$ cat src/rtl/uart_tx_arbiter_pkg.sv
// uart_tx_arbiter_pkg: FSM state type and requester index helper shared by the UART TX arbiter
package uart_tx_arbiter_pkg;
  typedef enum logic [1:0] {IDLE, LOAD, WAIT_BUSY, WAIT_DONE} state_t;
  function automatic logic [2:0] next_idx(input logic [2:0] i, input int n);
    return (int'(i) == n - 1) ? 3'd0 : i + 3'd1;
  endfunction
endpackage

$ cat src/rtl/uart_tx_arbiter_rr_pick.sv
// uart_tx_arbiter_rr_pick: combinational round-robin encoder, first set request at or after ptr
module uart_tx_arbiter_rr_pick #(
  parameter int N = 4
) (
  input  logic [N-1:0] req,
  input  logic [2:0]   ptr,
  output logic [2:0]   idx,
  output logic         any
);
  logic [N-1:0] rot;
  logic [3:0]   sum;
  assign rot = N'({req, req} >> ptr);
  assign any = |req;
  // Walk downward so the closest set bit to ptr is the last (winning) assignment
  always_comb begin
    idx = ptr;
    sum = '0;
    for (int k = N - 1; k >= 0; k--) begin
      sum = {1'b0, ptr} + 4'(k);
      if (rot[k]) idx = (sum >= 4'(N)) ? 3'(sum - 4'(N)) : sum[2:0];
    end
  end
endmodule

$ cat src/rtl/uart_tx_arbiter.sv
// uart_tx_arbiter: round-robin sharing of one UART transmitter among byte requesters in bursts
module uart_tx_arbiter
  import uart_tx_arbiter_pkg::*;
#(
  parameter int N_REQ     = 4,
  parameter int MAX_BURST = 4,
  parameter int ACK_TO    = 255
) (
  input  logic               clk,
  input  logic               rst_n,
  input  logic [N_REQ-1:0]   req_valid,
  input  logic [8*N_REQ-1:0] req_data,
  input  logic [N_REQ-1:0]   req_last,
  output logic [N_REQ-1:0]   req_ready,
  output logic [7:0]         tx_data,
  output logic               tx_start,
  input  logic               tx_busy,
  output logic [2:0]         grant_id,
  output logic               arb_active,
  output logic               err_timeout
);
  state_t           state;
  logic [2:0]       rr_ptr, pick, nxt;
  logic             any, last_q, gv, glast, xfer;
  logic [3:0]       burst_cnt;
  logic [7:0]       timer, gbyte;
  logic [N_REQ-1:0] sel;
  uart_tx_arbiter_rr_pick #(.N(N_REQ)) u_pick (
    .req(req_valid),
    .ptr(rr_ptr),
    .idx(pick),
    .any(any)
  );
  assign sel        = N_REQ'(1) << grant_id;
  assign gv         = |(req_valid & sel);
  assign glast      = |(req_last & sel);
  assign gbyte      = 8'(req_data >> {grant_id, 3'b000});
  assign nxt        = next_idx(grant_id, N_REQ);
  assign req_ready  = (state == LOAD && !tx_busy) ? sel : '0;
  assign xfer       = |(req_valid & req_ready);
  assign arb_active = state != IDLE;
  always_ff @(posedge clk) begin
    if (!rst_n) begin
      state       <= IDLE;
      rr_ptr      <= '0;
      grant_id    <= '0;
      burst_cnt   <= '0;
      timer       <= '0;
      last_q      <= 1'b0;
      tx_data     <= '0;
      tx_start    <= 1'b0;
      err_timeout <= 1'b0;
    end else begin
      tx_start <= 1'b0;
      case (state)
        IDLE: begin
          burst_cnt <= '0;
          if (any) begin
            grant_id <= pick;
            state    <= LOAD;
          end
        end
        LOAD: begin
          if (!gv) begin
            rr_ptr <= nxt;
            state  <= IDLE;
          end else if (xfer) begin
            tx_data   <= gbyte;
            last_q    <= glast;
            burst_cnt <= burst_cnt + 4'd1;
            tx_start  <= 1'b1;
            timer     <= '0;
            state     <= WAIT_BUSY;
          end
        end
        WAIT_BUSY: begin
          if (tx_busy) state <= WAIT_DONE;
          else begin
            timer <= timer + 8'd1;
            if (timer == 8'(ACK_TO - 1)) begin
              err_timeout <= 1'b1;
              rr_ptr      <= nxt;
              state       <= IDLE;
            end
          end
        end
        default: begin
          if (!tx_busy) begin
            if (last_q || burst_cnt == 4'(MAX_BURST) || !gv) begin
              rr_ptr <= nxt;
              state  <= IDLE;
            end else state <= LOAD;
          end
        end
      endcase
    end
  end
endmodule

$ cat config.mk
export PLATFORM = sky130hd
export DESIGN_NAME = uart_tx_arbiter
export DESIGN_NICKNAME = d
export VERILOG_FILES = /design/src/rtl/uart_tx_arbiter_pkg.sv /design/src/rtl/uart_tx_arbiter_rr_pick.sv /design/src/rtl/uart_tx_arbiter.sv
export SDC_FILE = /design/constraint.sdc
export NUM_CORES = 1
export LEC_CHECK = 0
export CAP_MARGIN = 5
export CELL_PAD_IN_SITES_DETAIL_PLACEMENT = 2
export CELL_PAD_IN_SITES_GLOBAL_PLACEMENT = 2
export CORE_ASPECT_RATIO = 2
export CORE_MARGIN = 5
export CORE_UTILIZATION = 25
export CTS_CLUSTER_SIZE = 16
export DETAILED_ROUTE_END_ITERATION = 10
export GPL_ROUTABILITY_DRIVEN = 0
export PLACE_DENSITY_LB_ADDON = 0.1
export REMOVE_ABC_BUFFERS = 1
export SLEW_MARGIN = 40
export SYNTH_ARGS = -nofsm -noshare
export SYNTH_HDL_FRONTEND = slang
export SYNTH_SLANG_ARGS = --single-unit
$ cat constraint.sdc
create_clock -name clk -period 2.3 [get_ports clk]
set_input_delay 0.345 -clock clk [delete_from_list [all_inputs] [get_ports clk]]
set_output_delay 0.345 -clock clk [all_outputs]
set_load 0.01 [all_outputs]
==> tab_implementation.tex, run 1 <==
\begin{tabular}{lr}
\hline
Metric & Value \\
\hline
\multicolumn{2}{l}{\textbf{Outcome}} \\
\quad Result of the run & complete, no violations \\
\multicolumn{2}{l}{\textbf{Timing}} \\
\quad Top achievable clock speed & between 0.4 and 0.5 GHz \\
\quad Min setup slack post-route & 0.1208 ns \\
\quad Transition time at the pin with the least slew margin & between 0.4 and 0.5 ns \\
\quad Final total negative setup slack & 0 ns \\
\quad Setup violators final & 0 \\
\quad Clock skew & just under 0.007 ns \\
\quad Final cycle utilization of the critical path & 0.9475 \\
\quad Final Hold Violating Endpoints & 0 \\
\quad Max Transition Viols Final & 0 \\
\quad Max-slew headroom at the worst pin & 0.6963 \\
\quad Min cycle time layout & around 2.2 ns \\
\quad RSZ-0062 raised after global routing & no \\
\multicolumn{2}{l}{\textbf{Setup path}} \\
\quad Worst endpoint data arrival time & 1.83 ns \\
\quad Worst setup path category & flip-flop to primary output \\
\quad Startpoint types & flip-flop \\
\quad Endpoint required time on the critical path & 1.96 ns \\
\quad CP cell instances & buf\_4 > ha\_1 > and2\_1 > clkdlybuf4s50\_1 \\
\quad Maximum net fanout on the critical path & 10 \\
\quad Crit. End Element & primary output \\
\quad Max stage delay cell, worst path & clkdlybuf4s50\_1 \\
\quad Delay of the slowest cell on the worst path & 0.54 ns \\
\multicolumn{2}{l}{\textbf{Synth}} \\
\quad Dominant combinational cell family by area after synthesis & simple AND/OR/NAND/NOR gates \\
\quad Per-instance average area after synthesis & about 9.5 µm² \\
\quad Area of the mapped netlist & 1927 µm² \\
\quad Distinct cell type count of the synthesized netlist & 48 \\
\quad Synth Instances & 202 \\
\quad Asr flop ratio synth & 0 \\
\quad Simple-gate share of the synthesized area & 0.2071 \\
\quad Predominant post-synthesis flop cell & dfxtp\_1 \\
\quad Post-synth EDFFs & 0 \\
\quad Number of synthesized register bits & 31 \\
\quad Adder-cell share of the synthesized area & 0.05844 \\
\quad Xor-xnor portion of the synthesized cell area & 0.03636 \\
\quad Area fraction in compound gates after synthesis & 0.1974 \\
\quad Sequential share of the synthesized area & 0.3221 \\
\quad Multiplexer area fraction after synthesis & 0.1208 \\
\quad Synth warn & 0 \\
\multicolumn{2}{l}{\textbf{Drt}} \\
\quad Number of iterations in the first detailed-routing pass & 3 \\
\quad Routed wire length & 6904 µm \\
\quad Vias & between 1500 and 2000 \\
\quad Initial drt markers & 45 \\
\quad Wire length per cell & 18.81 µm \\
\quad DRC violations left & 0 \\
\quad Ratio of routed vias to standard cells & 4.956 \\
\quad ANT nets after route & 0 \\
\multicolumn{2}{l}{\textbf{Clocking}} \\
\quad Clock latency at the later pin of the worst-skew pair & $\sim$0.27 ns \\
\quad Count of clock tree sinks & 31 \\
\quad CTS H-Tree Depth & 2 \\
\quad Number of setup buffers added after CTS & 0 \\
\quad Clock tree from TritonCTS & yes \\
\quad Clock slew at reported path FFs & 0.05 ns \\
\quad Number of buffers inserted during clock tree synthesis & 5 \\
\quad Maximum buffer depth of the clock tree & 2 \\
\quad Clock root buffer master & clkbuf\_16 \\
\multicolumn{2}{l}{\textbf{Global route}} \\
\quad Global-route wire length before repair & 10920 µm \\
\quad Pin count of the biggest net entering global routing & 19 \\
\quad GRT Util Overall & 0.1485 \\
\quad Number of global-route vias before repair & 2092 \\
\quad Number of antenna violations at the first check in global routing & 0 \\
\quad Grt total ovfl & 0 \\
\multicolumn{2}{l}{\textbf{Floorplanning}} \\
\quad Die area & 9670 µm² \\
\quad Initial core utilization & 0.2554 \\
\quad Std-Cell Rows & 45 \\
\quad Die height & approximately 130 µm \\
\quad Horiz. Die Dim & a little over 70 µm \\
\quad Core area & approximately 7500 µm² \\
\quad IO Pins & between 60 and 70 \\
\multicolumn{2}{l}{\textbf{Finish}} \\
\quad Sequential cell area & 620.6 µm² \\
\quad Diode count & 0 \\
\quad Area growth from synthesis to layout & 46.88\% \\
\quad Fraction of layout instances using a drive strength above 1 & 0.1392 \\
\quad Area of the multi-input gates & 1195 µm² \\
\quad Filler cells & 860 \\
\quad Post-route core utilization & 0.3751 \\
\quad Most frequent cells in the layout & clkdlybuf4s50\_1 (59), dfxtp\_1 (31), nand2\_1 (18) \\
\quad Final-stage net count & 325 \\
\quad Most common library cell in the layout ignoring fill and taps & clkdlybuf4s50\_1 \\
\multicolumn{2}{l}{\textbf{Place}} \\
\quad Placement-stage worst setup slack & $\sim$0.012 ns \\
\quad HPWL after DPL & 5776 µm \\
\quad Count of input and output buffers & 60 \\
\multicolumn{2}{l}{\textbf{Power}} \\
\quad Power density over the cells & 689.7 nW/µm² \\
\quad Leakage dissipation & 1.060 nW \\
\quad Peak supply drop & 0.2905 mV \\
\multicolumn{2}{l}{\textbf{Min path}} \\
\quad Type of the most critical hold path & flip-flop to flip-flop \\
\multicolumn{2}{l}{\textbf{Flow run}} \\
\quad Total of max-cap violations & 0 \\
\hline
\end{tabular}
==> power breakdown <==
part | leakage (nW) | total, W | switching (W) | internal, W
Clock | 0.0727 | 0.000649 | 0.000228 | 0.000422
Sequential | 0.251 | 0.000625 | 0.0000495 | 0.000576
Combinational | 0.736 | 0.000677 | 0.000318 | 0.000359
==> per-layer routing <==
metal	vias to the layer above	global-route usage	part of all wire
met3	4	0.02101	0.022
met2	30	0.3376	0.66
li1	878	-	-
met4	0	0.03138	0.0080
met1	907	0.1189	0.31
met5	-	0	0
==> critical path, delay by kind of cell (launching register included) <==
| family | cells | cell delay (ns) |
|---|---|---|
| buf+inv | 2 | 0.79 |
| flops | 1 | 0.36 |
| fa+ha+maj | 1 | 0.26 |
| simple gates | 1 | 0.14 |
==> area by class of cell <==
| type | count | share of cell area |
|---|---|---|
| Multi-Input combinational cell | 150 | 0.4222 |
| Sequential cell | 31 | 0.2193 |
| Clock buffer | 6 | 0.04907 |
| Tap cell | 94 | 0.04156 |
| Clock inverter | 1 | 0.001768 |
| Inverter | 10 | 0.01326 |
| Timing Repair Buffer | 75 | 0.2529 |
==> registers in the layout (all words and copies together), names as in the netlist <==
| name | cells |
|---|---|
| burst_cnt | 4 |
| err_timeout | 1 |
| grant_id | 3 |
| last_q | 1 |
| rr_ptr | 3 |
| state | 2 |
| timer | 8 |
| tx_data | 8 |
| tx_start | 1 |
==> kinds of logic (layout without fill, tap and decap cells) <==
family | Yosys count | after routing
simple gates | 71 | 71
compound gates | 50 | 50
flops | 31 | 31
buf+inv | 21 | 92
mux | 12 | 12
fa+ha+maj | 9 | 9
xor+xnor | 8 | 8
==> cell usage after synthesis, types with 3 or more instances <==
master | count | area (µm²)
dfxtp_1 | 31 | 620.6
nand2_1 | 18 | 67.56
nor2_1 | 11 | 41.29
inv_1 | 10 | 37.54
o21ai_0 | 10 | 50.05
ha_1 | 9 | 112.6
mux4_2 | 9 | 202.7
nand3_1 | 9 | 45.04
a22o_1 | 8 | 70.07
xor2_1 | 8 | 70.07
a21boi_0 | 6 | 45.04
a21oi_1 | 5 | 25.02
and2_1 | 5 | 31.28
a22oi_1 | 4 | 30.03
clkbuf_1 | 4 | 15.01
nand4_1 | 4 | 25.02
nor2b_1 | 4 | 25.02
a221oi_1 | 3 | 26.28
buf_4 | 3 | 22.52
mux2i_1 | 3 | 30.03
nor3b_1 | 3 | 22.52
==> stage by stage <==
stage,std cells,total power (W),cell area (µm²),hold WS (ns)
3_5_place_dp,360,0.001335,2684,0.4574
5_1_grt,367,0.002065,2830,0.4844
3_3_place_gp,360,0.001332,2684,0.4467
6_report,367,0.001952,2830,0.4646
2_1_floorplan,191,0.0009908,1853,0.4383
4_1_cts,367,0.001997,2828,0.4706
==> path summary, 6_finish.rpt <==
kind / startpoint / endpoint / slack (ns) / depth (start not counted)
hold reg to reg: err_timeout$_SDFFE_PN0P_ / err_timeout$_SDFFE_PN0P_ / 0.46 / 1
hold / removal: err_timeout$_SDFFE_PN0P_ / err_timeout$_SDFFE_PN0P_ / 0.46 / 1
setup reg to reg: rr_ptr[0]$_SDFFE_PN0P_ / grant_id[1]$_SDFFE_PN0P_ / 0.36 / 7
setup / recovery: grant_id[0]$_SDFFE_PN0P_ / req_ready[1] / 0.12 / 4
==> timing repair <==
item	4_1_cts	5_1_grt
hold buffers	0	0
hold endpoints to repair	0	0
endpoints found under the setup margin	0	4
resized for setup	0	1
No activity file was read; power rests on OpenSTA's default activity.
==> run 2: changes to the inputs <==
- ABC_AREA: unset -> 1
- CORE_UTILIZATION: 25 -> 22
- TNS_END_PERCENT: unset -> 30
==> tab_implementation.tex, run 2 <==
\begin{tabular}{lr}
\hline
Metric & Value \\
\hline
\multicolumn{2}{l}{\textbf{Outcome}} \\
\quad Result of the run & complete, no violations (unchanged) \\
\multicolumn{2}{l}{\textbf{Synth}} \\
\quad Sequential share of the synthesized area & 0.2821 (was 0.3221) \\
\quad Yosys top cell area share & 0.2821 (was 0.3221) \\
\quad Simple-gate share of the synthesized area & 0.4170 (was 0.2071) \\
\quad Per-instance average area after synthesis & 6.249 µm² (was 9.539 µm²) \\
\quad Commonest cells in the synthesized netlist & nand2\_1 (93), nor2\_1 (71), dfxtp\_1 (31), inv\_1 (29) (was dfxtp\_1 (31), nand2\_1 (18), nor2\_1 (11), inv\_1 (10), o21ai\_0 (10)) \\
\quad Synth top area cells & dfxtp\_1 (28\%), nand2\_1 (16\%), nor2\_1 (12\%), a21oi\_1 (5.5\%), nand3\_1 (5.5\%) (was dfxtp\_1 (32\%), mux4\_2 (11\%), ha\_1 (5.8\%), a22o\_1 (3.6\%), xor2\_1 (3.6\%)) \\
\quad Area fraction in compound gates after synthesis & 0.1342 (was 0.1974) \\
\quad Area of the mapped netlist & 2200 µm² (was 1927 µm²) \\
\quad Predominant post-synthesis flop cell & dfxtp\_1 (unchanged) \\
\quad Library cell with the largest summed area after synthesis & dfxtp\_1 (unchanged) \\
\quad Asr flop ratio synth & 0 (unchanged) \\
\quad Post-synth EDFFs & 0 (unchanged) \\
\quad Number of synthesized register bits & 31 (unchanged) \\
\quad Multiplexer area fraction after synthesis & 0 (was 0.1208) \\
\quad Synth warn & 0 (unchanged) \\
\quad Adder-cell share of the synthesized area & 0.05119 (was 0.05844) \\
\quad Distinct cell type count of the synthesized netlist & 35 (was 48) \\
\quad Synth Instances & 352 (was 202) \\
\quad Top-count cell post-synth & nand2\_1 (was dfxtp\_1) \\
\quad Xor-xnor portion of the synthesized cell area & 0.01593 (was 0.03636) \\
\quad Dominant combinational cell family by area after synthesis & simple AND/OR/NAND/NOR gates (unchanged) \\
\multicolumn{2}{l}{\textbf{Finish}} \\
\quad Filler cells & 1217 (was 860) \\
\quad Largest registers & timer x8, tx\_data x8, burst\_cnt x4 (unchanged) \\
\quad Fraction of layout instances using a drive strength above 1 & 0.08612 (was 0.1392) \\
\quad Final-stage net count & 471 (was 325) \\
\quad Most frequent cells in the layout & nand2\_1 (93), nor2\_1 (71), clkdlybuf4s50\_1 (60) (was clkdlybuf4s50\_1 (59), dfxtp\_1 (31), nand2\_1 (18)) \\
\quad Diode count & 0 (unchanged) \\
\quad Area growth from synthesis to layout & 40.39\% (was 46.88\%) \\
\quad Most common library cell in the layout ignoring fill and taps & nand2\_1 (was clkdlybuf4s50\_1) \\
\multicolumn{2}{l}{\textbf{Timing}} \\
\quad Top achievable clock speed & 0.4796 GHz (was 0.4589 GHz) \\
\quad Clock skew & 0.004008 ns (was 0.006821 ns) \\
\quad Final cycle utilization of the critical path & 0.9066 (was 0.9475) \\
\quad Transition time at the pin with the least slew margin & 0.3972 ns (was 0.4549 ns) \\
\quad Max-slew headroom at the worst pin & 0.7344 (was 0.6963) \\
\quad Min cycle time layout & 2.085 ns (was 2.179 ns) \\
\quad Setup violators final & 0 (unchanged) \\
\quad Max Transition Viols Final & 0 (unchanged) \\
\quad RSZ-0062 raised after global routing & no (unchanged) \\
\quad Final total negative setup slack & 0 ns (unchanged) \\
\quad Final Hold Violating Endpoints & 0 (unchanged) \\
\multicolumn{2}{l}{\textbf{Power}} \\
\quad Pwr Total & 0.003135 W (was 0.001952 W) \\
\quad Power density over the cells & 1015 nW/µm² (was 689.7 nW/µm²) \\
\quad Peak supply drop & 0.5162 mV (was 0.2905 mV) \\
\quad Leakage dissipation & 1.336 nW (was 1.060 nW) \\
\multicolumn{2}{l}{\textbf{Flow run}} \\
\quad Total of max-cap violations & 0 (unchanged) \\
\multicolumn{2}{l}{\textbf{Global route}} \\
\quad Number of antenna violations at the first check in global routing & 0 (unchanged) \\
\quad Pin count of the biggest net entering global routing & 19 (unchanged) \\
\quad Number of global-route vias before repair & 2830 (was 2092) \\
\quad Grt total ovfl & 0 (unchanged) \\
\quad Global-route wire length before repair & 14430 µm (was 10920 µm) \\
\quad GRT Util Overall & 0.1582 (was 0.1485) \\
\multicolumn{2}{l}{\textbf{Drt}} \\
\quad Initial drt markers & 28 (was 45) \\
\quad Ratio of routed vias to standard cells & 4.489 (was 4.956) \\
\quad Vias & 2469 (was 1819) \\
\quad Wire length per cell & 16.20 µm (was 18.81 µm) \\
\quad DRC violations left & 0 (unchanged) \\
\quad Routed wire length & 8911 µm (was 6904 µm) \\
\quad Number of iterations in the first detailed-routing pass & 4 (was 3) \\
\quad ANT nets after route & 0 (unchanged) \\
\multicolumn{2}{l}{\textbf{Setup path}} \\
\quad CP cell instances & buf\_4 > ha\_1 > nand2\_1 > nor2\_1 > clkdlybuf4s50\_1 (was buf\_4 > ha\_1 > and2\_1 > clkdlybuf4s50\_1) \\
\quad Startpoint types & flip-flop (unchanged) \\
\quad Worst endpoint data arrival time & 1.74 ns (was 1.83 ns) \\
\quad Maximum net fanout on the critical path & 4 (was 10) \\
\quad Crit. End Element & primary output (unchanged) \\
\quad Worst setup path category & flip-flop to primary output (unchanged) \\
\quad Internal reg-to-reg setup slack & 0.47 ns (was 0.36 ns) \\
\quad Max stage delay cell, worst path & clkdlybuf4s50\_1 (unchanged) \\
\quad Delay of the slowest cell on the worst path & 0.54 ns (about the same) \\
\quad Endpoint required time on the critical path & 1.96 ns (about the same) \\
\multicolumn{2}{l}{\textbf{Clocking}} \\
\quad Clock latency at the later pin of the worst-skew pair & 0.28 ns (was 0.27 ns) \\
\quad Clock tree from TritonCTS & yes (unchanged) \\
\quad Clock slew at reported path FFs & 0.05 ns (about the same) \\
\quad Number of setup buffers added after CTS & 0 (unchanged) \\
\quad Clock root buffer master & clkbuf\_16 (unchanged) \\
\quad Maximum buffer depth of the clock tree & 2 (unchanged) \\
\quad Hold-fix buffers at CTS & 0 (unchanged) \\
\quad Number of buffers inserted during clock tree synthesis & 5 (unchanged) \\
\quad Count of clock tree sinks & 31 (unchanged) \\
\quad CTS resizes & 0 (unchanged) \\
\quad CTS H-Tree Depth & 2 (unchanged) \\
\multicolumn{2}{l}{\textbf{Floorplanning}} \\
\quad Core area & 9763 µm² (was 7545 µm²) \\
\quad IO Pins & 61 (unchanged) \\
\quad Initial core utilization & 0.2253 (was 0.2554) \\
\quad Die height & 151.4 µm (was 134.2 µm) \\
\quad Horiz. Die Dim & 80.71 µm (was 72.08 µm) \\
\quad Die area & 12220 µm² (was 9670 µm²) \\
\quad Std-Cell Rows & 51 (was 45) \\
\multicolumn{2}{l}{\textbf{Min path}} \\
\quad Type of the most critical hold path & flip-flop to flip-flop (unchanged) \\
\multicolumn{2}{l}{\textbf{Place}} \\
\quad HPWL after DPL & 7421 µm (was 5776 µm) \\
\quad Count of input and output buffers & 60 (unchanged) \\
\hline
\end{tabular}
==> run 2: cell types whose count changed after synthesis, moves of 5 or more <==
cell / delta
nand2_1: +75
nor2_1: +60
a21oi_1: +19
inv_1: +19
nand3_1: +15
o21ai_0: +12
mux4_2: -9
a22o_1: -8
a21boi_0: -6
and2_1: -5
==> run 2: critical path: cells and delay by family (launching register included) <==
family	cells	cell delay, ns
buffers and inverters	2	0.67
DFF	1	0.34
and+or+nand+nor	2	0.27
adders and majority gates	1	0.18
==> run 2: final timing paths <==
kind,from,to,cells past startpoint
max,grant_id[1]$_SDFFE_PN0P_,req_ready[3],5
min reg2reg,tx_data[4]$_SDFFE_PN0P_,tx_data[4]$_SDFFE_PN0P_,2
max reg2reg,rr_ptr[0]$_SDFFE_PN0P_,grant_id[1]$_SDFFE_PN0P_,10
min,tx_data[4]$_SDFFE_PN0P_,tx_data[4]$_SDFFE_PN0P_,2
==> run 2: metrics by stage <==
stage	worst slack, ns	util	hold slack [ns]	cell area (µm²)	std cells
global route	0.07746	0.3163	0.4791	3088	550
global placement	0.2231	0.3031	0.4403	2959	544
CTS	0.1747	0.3163	0.4614	3088	550
finish	0.2149	0.3163	0.4569	3088	550
detailed placement	0.2137	0.3031	0.4460	2959	544
floorplan	0.07387	-	0.4473	2126	343
==> run 2: cell type report <==
cell class                 count  area, µm²  area share
clock buffer                   6      128.9     0.04173
inverter                      37      145.1     0.04700
multi-input combinational    275       1360      0.4404
sequential                    31      620.6      0.2010
tap                          132      165.2     0.05348
timing repair buffer          69      668.1      0.2164
==> run 2: cells by family after synthesis <==
family,Yosys count
simple gates,207
buf+inv,46
flops,31
xor+xnor,4
compound gates,55
fa+ha+maj,9
==> run 2: report_power, final <==
group | switching, W | internal [W]
Sequential | 0.0000999 | 0.000623
Combinational | 0.00112 | 0.000671
Clock | 0.000230 | 0.000388
Total | 0.00145 | 0.00168
==> run 2: per-layer routing <==
metal	up-vias	routed length, µm	GRT usage
met1	1187	3015	0.1365
li1	1247	-	-
met3	5	187	0.02024
met5	-	0	0
met2	30	5601	0.3526
met4	0	106	0.03807
